## src/rtl/board_stream_out.sv

```systemverilog
// board_stream_out: streams a packed 64-square board as one beat per square
// over a valid/ready interface, row-major from square 0 (a1) to 63 (h8).
//
// Optional feature: define BOARD_STREAM_SKIP_EMPTY_EN to pass over empty
// squares (code 0) without emitting a beat; out_last then marks the final
// occupied square.
//
// Ports:
//   clk        rising-edge clock
//   reset      synchronous, active-high reset
//   board_in   packed board, square i at [i*PIECE_WIDTH +: PIECE_WIDTH]
//   load       start request, accepted only in IDLE
//   busy       high from the cycle after an accepted load through the done pulse
//   out_valid  beat valid
//   out_ready  sink accepts beat
//   out_row    row of the beat (0 = white back rank)
//   out_col    column of the beat (0 = a-file)
//   out_piece  square code of the beat
//   out_last   final beat of the board
//   done       one-cycle pulse when the stream completes

`ifndef PIECE_BITS
`define PIECE_BITS 4
`endif
`ifndef WHITE_PAWN
`define WHITE_PAWN   1
`define WHITE_KNIGHT 2
`define WHITE_BISHOP 3
`define WHITE_ROOK   4
`define WHITE_QUEEN  5
`define WHITE_KING   6
`define BLACK_PAWN   9
`define BLACK_KNIGHT 10
`define BLACK_BISHOP 11
`define BLACK_ROOK   12
`define BLACK_QUEEN  13
`define BLACK_KING   14
`endif

module board_stream_out #(
    parameter int unsigned PIECE_WIDTH = `PIECE_BITS,
    parameter int unsigned BOARD_WIDTH = PIECE_WIDTH * 64
) (
    input  logic                   clk,
    input  logic                   reset,
    input  logic [BOARD_WIDTH-1:0] board_in,
    input  logic                   load,
    output logic                   busy,
    output logic                   out_valid,
    input  logic                   out_ready,
    output logic [2:0]             out_row,
    output logic [2:0]             out_col,
    output logic [PIECE_WIDTH-1:0] out_piece,
    output logic                   out_last,
    output logic                   done
);

    localparam int unsigned IDX_W   = 6;
    localparam int unsigned SQUARES = 64;
    localparam logic [IDX_W-1:0] LAST_IDX = IDX_W'(SQUARES - 1);

    typedef enum logic [1:0] {
        IDLE = 2'd0,
        SCAN = 2'd1,
        DONE = 2'd2
    } state_t;

    state_t                 state_q, state_d;
    logic [BOARD_WIDTH-1:0] shadow_q, shadow_d;
    logic [IDX_W-1:0]       idx_q, idx_d;
    logic                   busy_q, busy_d;
    logic                   valid_q, valid_d;
    logic [2:0]             row_q, row_d;
    logic [2:0]             col_q, col_d;
    logic [PIECE_WIDTH-1:0] piece_q, piece_d;
    logic                   last_q, last_d;
    logic                   done_q, done_d;

    // Candidate square for the next registered beat: square 0 of board_in
    // when loading, otherwise the square after the current index.
    logic [BOARD_WIDTH-1:0] src_board_c;
    logic [IDX_W-1:0]       src_idx_c;
    logic [PIECE_WIDTH-1:0] src_piece_c;
    logic                   src_emit_c;
    logic                   src_last_c;

`ifdef BOARD_STREAM_SKIP_EMPTY_EN
    logic [SQUARES-1:0] mask_q, mask_d;
    logic [SQUARES-1:0] occ_in_c;
    logic [SQUARES-1:0] src_mask_c;
    logic [SQUARES-1:0] src_above_c;
    logic               src_occ_c;

    // Occupancy of the incoming board, captured alongside the shadow copy.
    always_comb begin
        occ_in_c = '0;
        for (int i = 0; i < SQUARES; i++) begin
            occ_in_c[i] = |board_in[i*PIECE_WIDTH +: PIECE_WIDTH];
        end
    end
`endif

    // Decode of the candidate square.
    always_comb begin
        src_board_c = (state_q == IDLE) ? board_in : shadow_q;
        src_idx_c   = (state_q == IDLE) ? '0 : idx_q + IDX_W'(1);
        src_piece_c = src_board_c[int'(src_idx_c)*PIECE_WIDTH +: PIECE_WIDTH];
`ifdef BOARD_STREAM_SKIP_EMPTY_EN
        src_mask_c  = (state_q == IDLE) ? occ_in_c : mask_q;
        src_above_c = src_mask_c >> src_idx_c;
        src_occ_c   = |src_piece_c;
        src_emit_c  = src_occ_c;
        // Last when nothing occupied remains above this square.
        src_last_c  = src_occ_c && (src_above_c[SQUARES-1:1] == '0);
`else
        src_emit_c  = 1'b1;
        src_last_c  = (src_idx_c == LAST_IDX);
`endif
    end

    // Next-state and next-output logic.
    always_comb begin
        state_d  = state_q;
        shadow_d = shadow_q;
        idx_d    = idx_q;
        busy_d   = busy_q;
        valid_d  = valid_q;
        row_d    = row_q;
        col_d    = col_q;
        piece_d  = piece_q;
        last_d   = last_q;
        done_d   = 1'b0;
`ifdef BOARD_STREAM_SKIP_EMPTY_EN
        mask_d   = mask_q;
`endif

        case (state_q)
            IDLE: begin
                if (load) begin
                    state_d  = SCAN;
                    shadow_d = board_in;
`ifdef BOARD_STREAM_SKIP_EMPTY_EN
                    mask_d   = occ_in_c;
`endif
                    busy_d   = 1'b1;
                    idx_d    = src_idx_c;
                    valid_d  = src_emit_c;
                    row_d    = src_idx_c[5:3];
                    col_d    = src_idx_c[2:0];
                    piece_d  = src_piece_c;
                    last_d   = src_emit_c && src_last_c;
                end
            end

            SCAN: begin
                if (valid_q && out_ready && last_q) begin
                    state_d = DONE;
                    valid_d = 1'b0;
                    last_d  = 1'b0;
                    done_d  = 1'b1;
                end else if (!valid_q && idx_q == LAST_IDX) begin
                    // Scanned past the final square without emitting: empty board.
                    state_d = DONE;
                    last_d  = 1'b0;
                    done_d  = 1'b1;
                end else if (!valid_q || out_ready) begin
                    idx_d   = src_idx_c;
                    valid_d = src_emit_c;
                    row_d   = src_idx_c[5:3];
                    col_d   = src_idx_c[2:0];
                    piece_d = src_piece_c;
                    last_d  = src_emit_c && src_last_c;
                end
            end

            DONE: begin
                state_d = IDLE;
                busy_d  = 1'b0;
            end

            default: begin
                state_d = IDLE;
                busy_d  = 1'b0;
                valid_d = 1'b0;
                last_d  = 1'b0;
            end
        endcase
    end

    // State and registered outputs.
    always_ff @(posedge clk) begin
        if (reset) begin
            state_q  <= IDLE;
            shadow_q <= '0;
            idx_q    <= '0;
            busy_q   <= 1'b0;
            valid_q  <= 1'b0;
            row_q    <= '0;
            col_q    <= '0;
            piece_q  <= '0;
            last_q   <= 1'b0;
            done_q   <= 1'b0;
`ifdef BOARD_STREAM_SKIP_EMPTY_EN
            mask_q   <= '0;
`endif
        end else begin
            state_q  <= state_d;
            shadow_q <= shadow_d;
            idx_q    <= idx_d;
            busy_q   <= busy_d;
            valid_q  <= valid_d;
            row_q    <= row_d;
            col_q    <= col_d;
            piece_q  <= piece_d;
            last_q   <= last_d;
            done_q   <= done_d;
`ifdef BOARD_STREAM_SKIP_EMPTY_EN
            mask_q   <= mask_d;
`endif
        end
    end

    assign busy      = busy_q;
    assign out_valid = valid_q;
    assign out_row   = row_q;
    assign out_col   = col_q;
    assign out_piece = piece_q;
    assign out_last  = last_q;
    assign done      = done_q;

endmodule

```

## config.mk

```make
export PLATFORM = sky130hd
export DESIGN_NAME = board_stream_out
export DESIGN_NICKNAME = d
export VERILOG_FILES = /design/src/rtl/board_stream_out.sv
export SDC_FILE = /design/constraint.sdc
export NUM_CORES = 1
export LEC_CHECK = 0
export BUFFER_PORTS_ARGS = -buffer_cell sky130_fd_sc_hd__buf_2
export CAP_MARGIN = 20
export CORE_ASPECT_RATIO = 1.75
export CORE_MARGIN = 2
export CORE_UTILIZATION = 54
export DETAILED_ROUTE_END_ITERATION = 8
export PLACE_DENSITY = 0.79
export SETUP_SLACK_MARGIN = 0.2
export SKIP_CTS_REPAIR_TIMING = 1
export SLEW_MARGIN = 20
export SYNTH_ARGS = -nofsm -noshare
export SYNTH_HDL_FRONTEND = slang
export SYNTH_SLANG_ARGS = --single-unit
```

## constraint.sdc

```tcl
create_clock -name clk -period 2.6 [get_ports clk]
set_clock_uncertainty 0.05 [all_clocks]
set_input_delay 0.39 -clock clk [delete_from_list [all_inputs] [get_ports clk]]
set_output_delay 0.39 -clock clk [all_outputs]
set_load 0.02 [all_outputs]
```

==> results of run 1 <==
registers in the layout, indices dropped and copies added, names as in the netlist:
| name | flops |
|---|---|
| busy | 1 |
| done | 1 |
| idx_q | 6 |
| out_last | 1 |
| out_piece | 4 |
| out_valid | 1 |
| shadow_q | 256 |
| state_q | 2 |
worst max-delay path by stage:
stage | start | to | slack, ns
floorplan | idx_q[1] | out_piece[3] | 0.20
global placement | idx_q[0] | out_piece[1] | 0.07
detailed placement | idx_q[0] | out_piece[1] | 0.05
CTS | idx_q[0] | out_piece[1] | 0.05
global route | idx_q[0] | out_piece[1] | -0.06
finish | idx_q[0] | out_piece[1] | 0.01
per-stage QoR:
stage | instance area (µm²) | hold slack (ns) | util [%] | total power (µW) | setup TNS [ns]
6_report | 14700 | 0.0542 | 67.9 | 9660 | 0
5_1_grt | 14700 | 0.0525 | 67.9 | 10000 | -0.0598
4_1_cts | 14400 | 0.0467 | 66.6 | 9610 | 0
3_5_place_dp | 13500 | 0.394 | 62.8 | 5960 | 0
3_3_place_gp | 13500 | 0.388 | 62.8 | 5920 | 0
2_1_floorplan | 11900 | 0.382 | - | 5440 | 0
cell type report:
cell class,instances,area [µm²],share of cell area [%]
antenna,1,2.50,0.0171
clock buffer,30,654,4.46
clock inverter,15,168,1.14
inverter,3,11.3,0.0768
multi-input combinational,1053,5970,40.7
sequential,272,5450,37.2
tap,292,365,2.49
timing repair buffer,330,2040,13.9
per-layer routing:
layer	part of all wire, %	track usage (%)	wire, µm
met1	37	33.9	13000
met2	51	49.6	18000
met3	5.8	3.33	2050
met4	6.2	16.4	2170
met5	0	0	0
kinds of logic (layout without fill, tap and decap cells):
| family | after synthesis | in the layout | share of synthesized area (%) |
|---|---|---|---|
| buf+inv | 122 | 378 | 4.58 |
| xor+xnor | 4 | 4 | 0.422 |
| compound gates | 346 | 346 | 16.0 |
| flops | 272 | 272 | 45.9 |
| fa+ha+maj | 1 | 1 | 0.105 |
| mux | 94 | 94 | 13.0 |
| simple gates | 608 | 608 | 20.1 |
| other cells | 0 | 1 | 0 |
power by group through the flow:
stage	logic [µW]	clock network, µW	registers [µW]
detailed placement	1310	0	4650
CTS	1320	3740	4560
finish	1390	3710	4560
floorplan	826	0	4610
global placement	1290	0	4640
global route	1510	3910	4580
critical path, stage by stage (launching register included):
cell and delay [ns]:
dfxtp_4 0.37, ha_4 0.37, mux4_2 0.54, and3_4 0.20
a21oi_2 0.13, a2111oi_2 0.10, a2111oi_1 0.44, buf_4 0.19
a311oi_1 0.07
cell usage in the layout, fill, tap and decap left out, drive strengths merged, types with 5 or more instances in the layout:
cell type    n
nand2      545
buf        326
a21oi      276
dfxtp      272
mux4        46
clkbuf      34
mux2i       30
nor2        24
mux2        18
o22ai       16
o21ai       11
nand3        9
clkinv       9
a211oi       7
o221ai       6
nor3         5
and3         5
a2111oi      5
==> flow_metrics.env, run 1 <==
export IMPL_ir_drop_mv=0.596
export IMPL_r2r_setup_slack_ns=0.01
export IMPL_rsz0062_at_grt="true"
export IMPL_cp_max_fo=8
export IMPL_ys_types=55
export IMPL_vias=11255
export IMPL_clock_latency_ns=0.52
export IMPL_worst_ep_arrival_time_ns=2.93
export IMPL_drt_iter0_markers=774
export IMPL_cts_sinks=272
export IMPL_io_pins=274
export IMPL_yosysMostFrequentCell="nand2_1"
export IMPL_drive_gt1_share_pct=26.7
export IMPL_critPathCaptureType="flip-flop"
export IMPL_hpwl_um=24900
export IMPL_setup_viol=0
export IMPL_ys_seq_area_share_pct=45.9
export IMPL_reg2reg_depth=8
export IMPL_switchingPower_uw=2520
export IMPL_netlist_area_mm2=0.0119
export IMPL_p_clk_share_pct=38.4
export IMPL_cts_made_buffers=25
export IMPL_antenna_found_initial=1
export IMPL_drc=0
export IMPL_root_buffer="clkbuf_16"
export IMPL_overflow=0
export IMPL_area_growth_syn_to_layout_pct=23.5
export IMPL_p_per_area_mw_per_mm2=659
export IMPL_yosysTopAreaCellShare_pct=45.9
export IMPL_cts_tree="yes"
export IMPL_hold_viol=0
export IMPL_place_port_buffers=273
export IMPL_die_h_um=200
export IMPL_wirelength_um=35200
export IMPL_critPathLaunchType="flip-flop"
export IMPL_hold_path_class="in -> reg"
export IMPL_cap_violations=0
export IMPL_tightest_slew_ns=0.618
export IMPL_coreArea_mm2=0.0216
export IMPL_die_area_mm2=0.0232
export IMPL_ys_ff_latch=272
export IMPL_grt_use_total_pct=28.8
export IMPL_path_class="reg -> reg"
export IMPL_grt_start_max_net_pins=152
export IMPL_intPower_uw=7140
export IMPL_ys_top_cells_by_area="dfxtp_1, nand2_1, a21oi_1, mux4_2, mux2i_1"
export IMPL_routedWlPerCell_um=17.6
export IMPL_crit_required_ns=2.94
export IMPL_path_clk_slew_ns=0.07
export IMPL_async_reset_ff_share_pct=0
export IMPL_dieWidth_um=116
export IMPL_p_seq_share_pct=47.2
export IMPL_vias_per_cell=5.64
export IMPL_synth_edf_count=0
export IMPL_synthesis_nets=1708
export IMPL_yosysWarnings=0
export IMPL_min_to="shadow_q[153]"
export IMPL_ctsLongestPathBuffers=3
export IMPL_fin_ws_ns=0.0133
export IMPL_fmax_mhz=387
export IMPL_dp_cells=1934
export IMPL_grt_pass1_vias=10960
export IMPL_num_rows=71
export IMPL_whs_path_depth=3
export IMPL_first_pass_iters=6
export IMPL_drtAntennaViolNets=0
export IMPL_r2r_start="idx_q[0]"
export IMPL_hold_start="board_in[153]"
export IMPL_gp_congestion=0.963
export IMPL_p_comb_share_pct=14.4
export IMPL_max_slew_margin_pct=58.8
export IMPL_yosysTopAreaCell="dfxtp_1"
export IMPL_avgSynthCellArea_um2=8.21
export IMPL_place_ws_ns=0.0548
export IMPL_fin_cells=1996
export IMPL_synth_ff_type="dfxtp_1"
export IMPL_r2r_end="out_piece[1]"
export IMPL_swShare_pct=26.1
export IMPL_status="finished, final reports clean"
export IMPL_nFillCells=1804
export IMPL_start_util_pct=55.0
export IMPL_leakagePower_uw=0.00588
export IMPL_final_nets=1946
export IMPL_slew_viol_final=0
export IMPL_period_needed_ns=2.59
export IMPL_synthTopCellsByCount="nand2_1, a21oi_1, dfxtp_1"
export IMPL_syn_inst=1447
export IMPL_cts_max_level=1
export IMPL_grt_pass1_wl_um=53400
export IMPL_fin_crit_sh_pct=99.5
Note: power is estimated with default switching activity, not from simulation.
==> inputs of run 2 (changes only) <==
--- a/config.mk
+++ b/config.mk
@@ -7,7 +7,7 @@
 export LEC_CHECK = 0
 export BUFFER_PORTS_ARGS = -buffer_cell sky130_fd_sc_hd__buf_2
 export CAP_MARGIN = 20
-export CORE_ASPECT_RATIO = 1.75
+export CORE_ASPECT_RATIO = 1.25
 export CORE_MARGIN = 2
 export CORE_UTILIZATION = 54
 export DETAILED_ROUTE_END_ITERATION = 8
==> flow_metrics.env, run 2 (synthesis results as in run 1) <==
export IMPL_status="finished, final reports clean"
export IMPL_first_pass_iters=5
export IMPL_ctsLongestPathBuffers=3
export IMPL_grt_pass1_wl_um=53300
export IMPL_start_util_pct=55.1
export IMPL_critPathLaunchType="flip-flop"
export IMPL_largest_reg_flops=256
export IMPL_grt_pass1_vias=10558
export IMPL_grt_use_total_pct=28.9
export IMPL_met3WireLength_um=2820
export IMPL_cts_made_buffers=26
export IMPL_drtAntennaViolNets=0
export IMPL_intPower_uw=7320
export IMPL_vias_per_cell=5.68
export IMPL_worst_ep_arrival_time_ns=2.83
export IMPL_hold_path_class="in -> reg"
export IMPL_io_pins=274
export IMPL_die_area_mm2=0.0232
export IMPL_slew_viol_final=0
export IMPL_num_rows=60
export IMPL_met1Wirelength_um=13700
export IMPL_place_port_buffers=273
export IMPL_hold_start="board_in[181]"
export IMPL_grt_start_max_net_pins=144
export IMPL_area_growth_syn_to_layout_pct=22.6
export IMPL_cap_violations=0
export IMPL_wl_met2_um=17100
export IMPL_root_buffer="clkbuf_16"
export IMPL_fmax_mhz=403
export IMPL_dp_cells=1925
export IMPL_die_h_um=170
export IMPL_ir_drop_mv=0.547
export IMPL_r2r_start="idx_q[0]"
export IMPL_clock_latency_ns=0.53
export IMPL_fin_crit_sh_pct=95.4
export IMPL_layout_commonest_cell="nand2_1"
export IMPL_p_seq_share_pct=46.5
export IMPL_max_slew_margin_pct=62.2
export IMPL_hpwl_um=25000
export IMPL_leakagePower_uw=0.00586
export IMPL_swShare_pct=25.5
export IMPL_switchingPower_uw=2510
export IMPL_regMostFlops="shadow_q"
export IMPL_cp_startpoint="idx_q[0]"
export IMPL_routedWlPerCell_um=17.7
export IMPL_overflow=0
export IMPL_place_ws_ns=-0.0393
export IMPL_final_cell_mix="nand2_1, a21oi_1, buf_2"
export IMPL_dieWidth_um=137
export IMPL_hold_viol=0
export IMPL_p_comb_share_pct=13.6
export IMPL_period_needed_ns=2.48
export IMPL_final_nets=1944
export IMPL_crit_required_ns=2.95
export IMPL_fin_util_pct=67.6
export IMPL_antenna_found_initial=1
export IMPL_drt_iter0_markers=881
export IMPL_gp_congestion=0.900
export IMPL_wirelength_um=35000
export IMPL_coreArea_mm2=0.0215
export IMPL_path_clk_slew_ns=0.07
export IMPL_setup_viol=0
export IMPL_fin_ws_ns=0.121
export IMPL_drc=0
export IMPL_vias=11256
export IMPL_nFillCells=1773
export IMPL_tightest_slew_ns=0.567
export IMPL_cts_sinks=272
export IMPL_rsz0062_at_grt="true"
export IMPL_routed_top_layer="met4"
export IMPL_critPathCaptureType="flip-flop"
export IMPL_p_clk_share_pct=39.8
export IMPL_path_class="reg -> reg"
export IMPL_cp_max_fo=6
export IMPL_drive_gt1_share_pct=26.0
export IMPL_cts_tree="yes"
export IMPL_holdWs_ns=0.0347
export IMPL_cts_max_level=1
export IMPL_p_per_area_mw_per_mm2=675
export IMPL_fin_cells=1982
==> run 2: cell type report <==
type	instances	area, µm²	area share (%)
multi-input cells	1053	5930	40.7
flip-flops and latches	272	5450	37.4
repair buffers	327	1940	13.3
clock buffers	38	757	5.20
well taps	279	349	2.40
clock inverters	9	126	0.868
inverters	3	11.3	0.0773
diodes	1	2.50	0.0172
==> run 2: through the flow <==
step / cell area [µm²] / total power (µW) / TNS, ns
6_report: 14600 / 9830 / 0
5_1_grt: 14600 / 10200 / 0
4_1_cts: 14400 / 9790 / -0.0488
3_5_place_dp: 13500 / 5950 / -0.0393
3_3_place_gp: 13500 / 5910 / 0
2_1_floorplan: 11900 / 5440 / 0
==> run 2: per-layer routing <==
layer,global-route usage [%],up-vias
li1,-,5385
met1,38.0,5257
met2,48.1,516
met3,3.17,98
met4,12.5,0
met5,0,-
==> run 2: final timing paths <==
| check | slack (ns) | to | cells after the start |
|---|---|---|---|
| setup / recovery | 0.12 | out_piece[1] | 8 |
| hold / removal | 0.03 | shadow_q[181] | 3 |
| setup reg to reg | 0.12 | out_piece[1] | 8 |
| hold reg to reg | 0.40 | shadow_q[21] | 2 |
==> run 2: critical path, stage by stage (launching register included) <==
cell       delay [ns]
dfxtp_4          0.36
ha_4             0.35
buf_12           0.13
mux4_2           0.47
mux2i_1          0.21
a211oi_1         0.10
a2111oi_1        0.44
buf_4            0.17
a311oi_1         0.07
==> run 2: power groups by stage <==
| stage | sequential, µW | combinational (µW) | clock [µW] |
|---|---|---|---|
| global placement | 4650 | 1260 | 0 |
| finish | 4570 | 1340 | 3920 |
| floorplan | 4610 | 826 | 0 |
| CTS | 4570 | 1290 | 3930 |
| global route | 4590 | 1460 | 4110 |
| detailed placement | 4660 | 1290 | 0 |
